===== src/rtl/ram64_arbiter.sv =====
// ram64_arbiter
// Two-port round-robin arbiter and sequencer in front of a single-port RAM64
// (16-bit words, 64 entries, write on clk edge when load, combinational read).
// Each granted access is registered. The RAM control lines are driven for exactly
// one cycle. Read data comes back on a per-port register that holds its value.
//
// Ports
//   clk, reset            : single clock, synchronous active-high reset
//   req0/req1             : access request per port (held until ack)
//   we0/we1               : 1 = write, 0 = read, sampled with req
//   addr0/addr1 [5:0]     : word address
//   din0/din1   [15:0]    : write data
//   ack0/ack1             : one-cycle completion pulse
//   dout0/dout1 [15:0]    : read data, held until that port's next completed read
//   ram_address/ram_in/ram_load : drive the RAM64 address/in/load pins
//   ram_out [15:0]        : RAM64 out pin
//   busy                  : high whenever the sequencer is not idle
module ram64_arbiter (
    input  logic        clk,
    input  logic        reset,
    input  logic        req0,
    input  logic        req1,
    input  logic        we0,
    input  logic        we1,
    input  logic [5:0]  addr0,
    input  logic [5:0]  addr1,
    input  logic [15:0] din0,
    input  logic [15:0] din1,
    output logic        ack0,
    output logic        ack1,
    output logic [15:0] dout0,
    output logic [15:0] dout1,
    output logic [5:0]  ram_address,
    output logic [15:0] ram_in,
    output logic        ram_load,
    input  logic [15:0] ram_out,
    output logic        busy
);

    typedef enum logic [1:0] {
        ST_IDLE   = 2'd0,
        ST_ACCESS = 2'd1,
        ST_DONE   = 2'd2
    } state_t;

    state_t      r_state;
    state_t      w_next_state;
    logic        r_prio;
    logic        r_gnt_id;
    logic        r_we_q;
    logic [5:0]  r_addr_q;
    logic [15:0] r_din_q;
    logic [15:0] r_dout0;
    logic [15:0] r_dout1;

    logic        w_gnt_valid;
    logic        w_gnt_id;
    logic        w_sel_we;
    logic [5:0]  w_sel_addr;
    logic [15:0] w_sel_din;

    // Next-state and grant decision; requests are only looked at in IDLE.
    always_comb begin
        w_next_state = r_state;
        w_gnt_valid  = 1'b0;
        w_gnt_id     = 1'b0;
        case (r_state)
            ST_IDLE: begin
                if (req0 && req1) begin
                    w_gnt_valid = 1'b1;
                    w_gnt_id    = r_prio;
                end else if (req0) begin
                    w_gnt_valid = 1'b1;
                    w_gnt_id    = 1'b0;
                end else if (req1) begin
                    w_gnt_valid = 1'b1;
                    w_gnt_id    = 1'b1;
                end else begin
                    w_gnt_valid = 1'b0;
                    w_gnt_id    = 1'b0;
                end
                if (w_gnt_valid) begin
                    w_next_state = ST_ACCESS;
                end else begin
                    w_next_state = ST_IDLE;
                end
            end
            ST_ACCESS: w_next_state = ST_DONE;
            ST_DONE:   w_next_state = ST_IDLE;
            default:   w_next_state = ST_IDLE;
        endcase
    end

    // Select the granted port's request fields for latching.
    always_comb begin
        if (w_gnt_id) begin
            w_sel_we   = we1;
            w_sel_addr = addr1;
            w_sel_din  = din1;
        end else begin
            w_sel_we   = we0;
            w_sel_addr = addr0;
            w_sel_din  = din0;
        end
    end

    // State register, request latch, read-data capture and priority update.
    always_ff @(posedge clk) begin
        if (reset) begin
            r_state  <= ST_IDLE;
            r_prio   <= 1'b0;
            r_gnt_id <= 1'b0;
            r_we_q   <= 1'b0;
            r_addr_q <= 6'd0;
            r_din_q  <= 16'd0;
            r_dout0  <= 16'd0;
            r_dout1  <= 16'd0;
        end else begin
            r_state <= w_next_state;
            if ((r_state == ST_IDLE) && w_gnt_valid) begin
                r_gnt_id <= w_gnt_id;
                r_we_q   <= w_sel_we;
                r_addr_q <= w_sel_addr;
                r_din_q  <= w_sel_din;
            end
            if (r_state == ST_ACCESS) begin
                if (!r_we_q) begin
                    if (r_gnt_id) begin
                        r_dout1 <= ram_out;
                    end else begin
                        r_dout0 <= ram_out;
                    end
                end
                // Whoever was just served yields priority to the other port.
                r_prio <= ~r_gnt_id;
            end
        end
    end

    // Output decode from registered state. ram_load is also gated by reset so
    // a reset landing in ACCESS suppresses the RAM write in that same cycle.
    always_comb begin
        ack0        = (r_state == ST_DONE) && !r_gnt_id;
        ack1        = (r_state == ST_DONE) &&  r_gnt_id;
        busy        = (r_state != ST_IDLE);
        ram_load    = (r_state == ST_ACCESS) && r_we_q && !reset;
        ram_address = r_addr_q;
        ram_in      = r_din_q;
        dout0       = r_dout0;
        dout1       = r_dout1;
    end

endmodule


===== config.mk =====
export PLATFORM = sky130hd
export DESIGN_NAME = ram64_arbiter
export DESIGN_NICKNAME = d
export VERILOG_FILES = /design/src/rtl/ram64_arbiter.sv
export SDC_FILE = /design/constraint.sdc
export NUM_CORES = 1
export LEC_CHECK = 0
export ABC_AREA = 0
export BUFFER_PORTS_ARGS = -buffer_cell sky130_fd_sc_hd__buf_2
export CORE_UTILIZATION = 40
export CTS_BUF_LIST = sky130_fd_sc_hd__clkbuf_2
export CTS_CLUSTER_DIAMETER = 150
export CTS_CLUSTER_SIZE = 14
export DETAILED_ROUTE_END_ITERATION = 10
export PLACE_DENSITY = 0.76
export SLEW_MARGIN = 40
export SYNTH_ARGS = -nofsm -noshare
export SYNTH_HDL_FRONTEND = slang
export SYNTH_SLANG_ARGS = --single-unit

===== constraint.sdc =====
create_clock -name clk -period 2.6 [get_ports clk]
set_clock_uncertainty 0.2 [all_clocks]
set_input_delay 0.52 -clock clk [delete_from_list [all_inputs] [get_ports clk]]
set_output_delay 0.52 -clock clk [all_outputs]
set_load 0.05 [all_outputs]

== Word level (Yosys, flattened, before mapping) ==
Index checks and enable logic that the tools add are counted.

* Output and inout bits: 58
* Bits in registers: 59
* Logic and storage cells: 37
* Input bits: 66

* Equality and inequality tests: 2
* Bitwise gates (word level): 2
* Reduce and logical (&&, ||, !) cells: 12
* Muxes and demuxes: 13

{| class="wikitable"
|+ Operator list
! cell !! number
|-
| $mux 16 || 1
|-
| $mux 1 || 10
|-
| $logic_and 1x1->1 || 6
|-
| $mux 6 || 1
|-
| $reduce_and 3->1 || 2
|-
| $pmux 2 s2 || 1
|-
| $eq 2x1->1 const B || 1
|-
| $eq 2x2->1 const B || 1
|-
| $logic_not 1->1 || 2
|-
| $logic_not 2->1 || 1
|-
| $not 1->1 || 2
|-
| $reduce_bool 2->1 || 1
|}

== Depth between registers and ports, before layout ==
* Word-level depth: 6
* Mapped depth: 6
* Depth with buffers taken out: 4

== Worst setup path after synthesis ==
No wires, ideal clock.

* Path kind: input-to-output
* From: input reset
* To: output ram_load
* Buffers on the path: 1
* Slack: 0.084 ns
* Cell stages on the path: 2
* Required time: 1.880 ns
* Arrival time: 1.796 ns
* Cell sequence: clkbuf_1 nor3_1

* Word-level cells in the longest chain between the ends: 2

{| class="wikitable"
|+ Ends and longest elaborated chain
! item !! line !! RTL
|-
| start: declaration || 20 || <nowiki>input logic reset,</nowiki>
|-
| $logic_not 1->1 || 146 || <nowiki>ram_load = (r_state == ST_ACCESS) && r_we_q && !reset;</nowiki>
|-
| $logic_and 1x1->1 || 146 ||
|-
| end: declaration || 35 || <nowiki>output logic ram_load,</nowiki>
|}

Every way passes these cells.

== Final worst setup path ==
* From: register r_state[0]
* To: output ram_load

* Word-level cells in the longest chain between the ends: 3

{| class="wikitable"
|+ Ends and longest elaborated chain
! item !! line !! RTL
|-
| start: declaration || 46 || <nowiki>state_t r_state;</nowiki>
|-
| start signal: assignment || 119 || <nowiki>r_state <= w_next_state;</nowiki>
|-
| $eq 2x1->1 || 146 ||
|-
| $logic_and 1x1->1 (2 in series) || 146 ||
|}

Every way passes these cells.

==> summary by stage <==
Detailed routing
The average via count per standard cell is 5.10. For this block, the via count after detailed routing is 2526. The detail route stage leaves a number of antenna-violating nets equal to 0. The first TritonRoute pass finished after 4 iterations. The total wire length is 6740 um. In the routed design, unresolved DRC markers number 0. The initial DRC count is 124.

The routed wire length per instance is 13.6 um.

Worst setup path
For this run, the slowest stage of the critical path takes 0.53 ns. On the critical path, the stage with the largest delay is an instance of sky130_fd_sc_hd__dfxtp_1. The number of cell instances on the worst register-to-register path is 5. The element type at the critical path end is an output port.

Data on the critical path is required at its endpoint by 1.88 ns. The worst reg2reg path startpoint is r_state[1]$_SDFF_PP0_. The maximum fanout along the worst path is 9. The worst setup path category is reg -> out.

Walking the worst path, the cells encountered are nand2b_1, nor3_1, buf_2. The minimum setup slack among reg-to-reg paths is 0.59 ns. Data arrives at the worst endpoint at 1.62 ns. The worst register-to-register path ends at ram_in[2]$_SDFFE_PP0P_. STA classifies the critical path startpoint as a flip-flop.

Hold path
In this run the worst hold path is classified as in -> reg. The launch instance of the worst min-delay path is ram_out[12]. Counting instances, the worst hold path has a depth of 3. The path with the worst hold slack has its endpoint at dout0[12]$_SDFFE_PP0P_.

GRT
The total grt overflow is 0. The number of antenna violations at the first check in global routing is 0. The highest-utilization routing layer at the global route stage is met2. The global-route track usage on met2 is 31.1%. The first-pass GRT wire length is 11100 um. The via count of the first global-routing pass is 2409. The maximum number of pins on one net before global-route repair is 48. Across every metal layer, demand over resource in global routing totals 19.8%. The met3 layer usage reported by global route is 4.08%. In the global route stage, met1 resource usage came out at 24.9%.

Clocking
Post-CTS repair changed the size of 0 cells. Clock-pin slew was measured on the worst setup and hold paths at 0.17 ns. The number of buffers inserted during clock tree synthesis is 9.

The H-tree generated during clock tree synthesis spans 3 levels. The post-CTS setup buffer count is 0. The clock sink count is 59.

Clock latency on the worst-skew pair, taken at its later pin, is 0.45 ns. The root buffer cell chosen for the clock tree is sky130_fd_sc_hd__clkbuf_2. The maximum clock insertion buffer count is 2. TritonCTS built the clock tree. The count of hold-fix buffers inserted at cts is 0.

Job
The max-cap violation count is 0.

Floorplan
The overall die area is 6930 um^2. The core region is 6350 um^2. In this run the vertical extent of the chip is 83.2 um. The initial utilization of the core area, before any placement, comes to 41.6%. The die is 83.2 um wide. Row generation in the floorplan step produced 29 rows.

During I/O placement, the number of pins put on the boundary was 124.

Finish
The sequential cells in the finished layout cover a total of 1180 um^2. Once layout is done, the placed cells without fillers occupy 3440 um^2. In the layout the commonest cells are 123 x sky130_fd_sc_hd__buf_2, 64 x sky130_fd_sc_hd__nand2_1, 59 x sky130_fd_sc_hd__dfxtp_1, 34 x sky130_fd_sc_hd__a21oi_1, 25 x sky130_fd_sc_hd__inv_1. The count of antenna diodes in the layout is 0. Cells with a size suffix above 1 make up 40.9% of the layout.

The final net count is 479. Relative to the synthesized area, the layout overhead comes to 30.5%. The fraction of the core area covered by cells at the end of the flow is 54.2%. The multi-input combinational cells in the finished layout cover a total of 1240 um^2.

Fill cells in the final layout number 579. The library cell used most frequently in the layout, excluding fill and tap cells, is sky130_fd_sc_hd__buf_2.

STA
For this run, the top clock speed supported by timing is 428 MHz. The transition time of the tightest slew-check pin is 0.412 ns. The worst path uses 89.9% of the clock period.

The time the final worst path needs with I/O delays and setup is 2.34 ns. The headroom to the max-slew limit is 72.5%. Setup repair after global routing left no endpoint under its margin. The setup violation total in the final timing report is 0. The number of failing hold endpoints at the final stage is 0. The final-layout setup total negative slack is 0 ns. The total count of max-transition violations in the final report is 0.

Placement
The count of buffers added on input and output ports is 123. In this run the cell area measured after placement is 3310 um^2. Once detailed placement completed, the half-perimeter wirelength came to 4600 um. The last weighted congestion value of the routability-driven placer is 0.807.

Synthesis
The synthesized instance count is 298. Summing every instance area after synthesis gives 2640 um^2. Yosys printed 0 warnings. The average footprint of a synthesized cell is 8.86 um^2. The net count after synthesis is 364.

The portion of synthesized cell area occupied by the leading cell type is 44.7%. The share of the Yosys chip area taken by registers is 44.7%. Ranked by total cell area, the synthesized netlist is headed by sky130_fd_sc_hd__dfxtp_1 45%, sky130_fd_sc_hd__o32ai_2 12%, sky130_fd_sc_hd__nand2_1 9.1%.

The synthesized design contains 59 register bits. sky130_fd_sc_hd__dfxtp_1 takes more of the synthesized area than any other cell. Yosys mapped the design onto 25 distinct sky130hd cell types.

Run status
The run finished with clean final reports.

Power
The worst-case IR drop observed on VDD is 0.311 mV. Power spread over the standard cell area amounts to 652 nW/um^2. For this design the static power due to leakage is 1.63 nW.
## metal layers
metal | up-vias | wire length, um
met2 | 78 | 3130
met3 | 14 | 310
met1 | 1166 | 3160
li1 | 1268 | -
met4 | 0 | 153
met5 | - | 0
## worst max path at each step
stage | startpoint | to | depth (start not counted)
global placement | reset | ram_in[0]$_SDFFE_PP0P_ | 4
CTS | r_state[0]$_SDFF_PP0_ | ram_load | 3
detailed placement | reset | ram_in[2]$_SDFFE_PP0P_ | 4
finish | r_state[0]$_SDFF_PP0_ | ram_load | 3
floorplan | reset | ram_load | 2
global route | r_state[0]$_SDFF_PP0_ | ram_load | 3
## worst max-delay path, delay by kind of cell, from the launching register on
| kind | cells | cell delay, ns |
|---|---|---|
| buffers and inverters | 1 | 0.30 |
| AND/OR/NAND/NOR | 2 | 0.33 |
| flip-flops | 1 | 0.53 |
## Yosys cell counts
cell	count
sky130_fd_sc_hd__nand3_1	1
sky130_fd_sc_hd__inv_2	1
sky130_fd_sc_hd__a31oi_1	23
sky130_fd_sc_hd__buf_6	2
sky130_fd_sc_hd__o21bai_1	1
sky130_fd_sc_hd__nand2_1	64
sky130_fd_sc_hd__or4b_2	1
sky130_fd_sc_hd__and3b_1	24
sky130_fd_sc_hd__nor4b_2	1
sky130_fd_sc_hd__o21ai_0	1
sky130_fd_sc_hd__nor3b_1	2
sky130_fd_sc_hd__buf_2	6
sky130_fd_sc_hd__nand4bb_1	1
sky130_fd_sc_hd__dfxtp_1	59
sky130_fd_sc_hd__nor4bb_1	1
sky130_fd_sc_hd__inv_1	25
sky130_fd_sc_hd__nand2b_1	2
sky130_fd_sc_hd__a21oi_1	34
sky130_fd_sc_hd__clkbuf_1	20
sky130_fd_sc_hd__nor2_1	3
sky130_fd_sc_hd__nor2_4	1
sky130_fd_sc_hd__o32ai_2	19
sky130_fd_sc_hd__o32ai_1	4
sky130_fd_sc_hd__nor3_1	1
sky130_fd_sc_hd__or3_1	1
## per-stage QoR
stage | power [W] | hold slack [ns] | std cells | setup slack [ns]
floorplan | 0.00146 | 0.248 | 298 | 0.0835
global placement | 0.00161 | 0.240 | 479 | 0.551
CTS | 0.00227 | 0.0245 | 495 | 0.209
global route | 0.00236 | 0.0129 | 495 | 0.111
finish | 0.00225 | 0.0823 | 495 | 0.263
detailed placement | 0.00162 | 0.243 | 479 | 0.525
## where the power goes
part | leakage [nW] | switching (W) | total (W) | internal, W
registers | 0.482 | 0.0000384 | 0.00101 | 0.000967
clock network | 0.0770 | 0.000334 | 0.000649 | 0.000315
logic | 1.07 | 0.000404 | 0.000592 | 0.000188
total | 1.63 | 0.000777 | 0.00225 | 0.00147
## final cells by class
| type | count | share of cell area, % |
|---|---|---|
| multi-input cells | 185 | 36.1 |
| flip-flops and latches | 59 | 34.3 |
| repair buffers | 132 | 20.2 |
| inverters | 26 | 2.83 |
| well taps | 77 | 2.80 |
| clock inverters | 6 | 2.32 |
| clock buffers | 10 | 1.45 |
## flip-flops by register name (all words and copies together), names as in the netlist
signal,cells
dout0,16
dout1,16
ram_in,16
ram_address,6
r_state,2
r_gnt_id,1
r_prio,1
r_we_q,1
## logic make-up after synthesis
| logic type | count (synthesis) | synth area share (%) |
|---|---|---|
| buffers and inverters | 54 | 8.53 |
| AO/OA/AOI/OAI | 82 | 25.4 |
| flip-flops | 59 | 44.7 |
| AND/OR/NAND/NOR | 103 | 21.3 |
No activity file was read; power rests on OpenSTA's default activity.
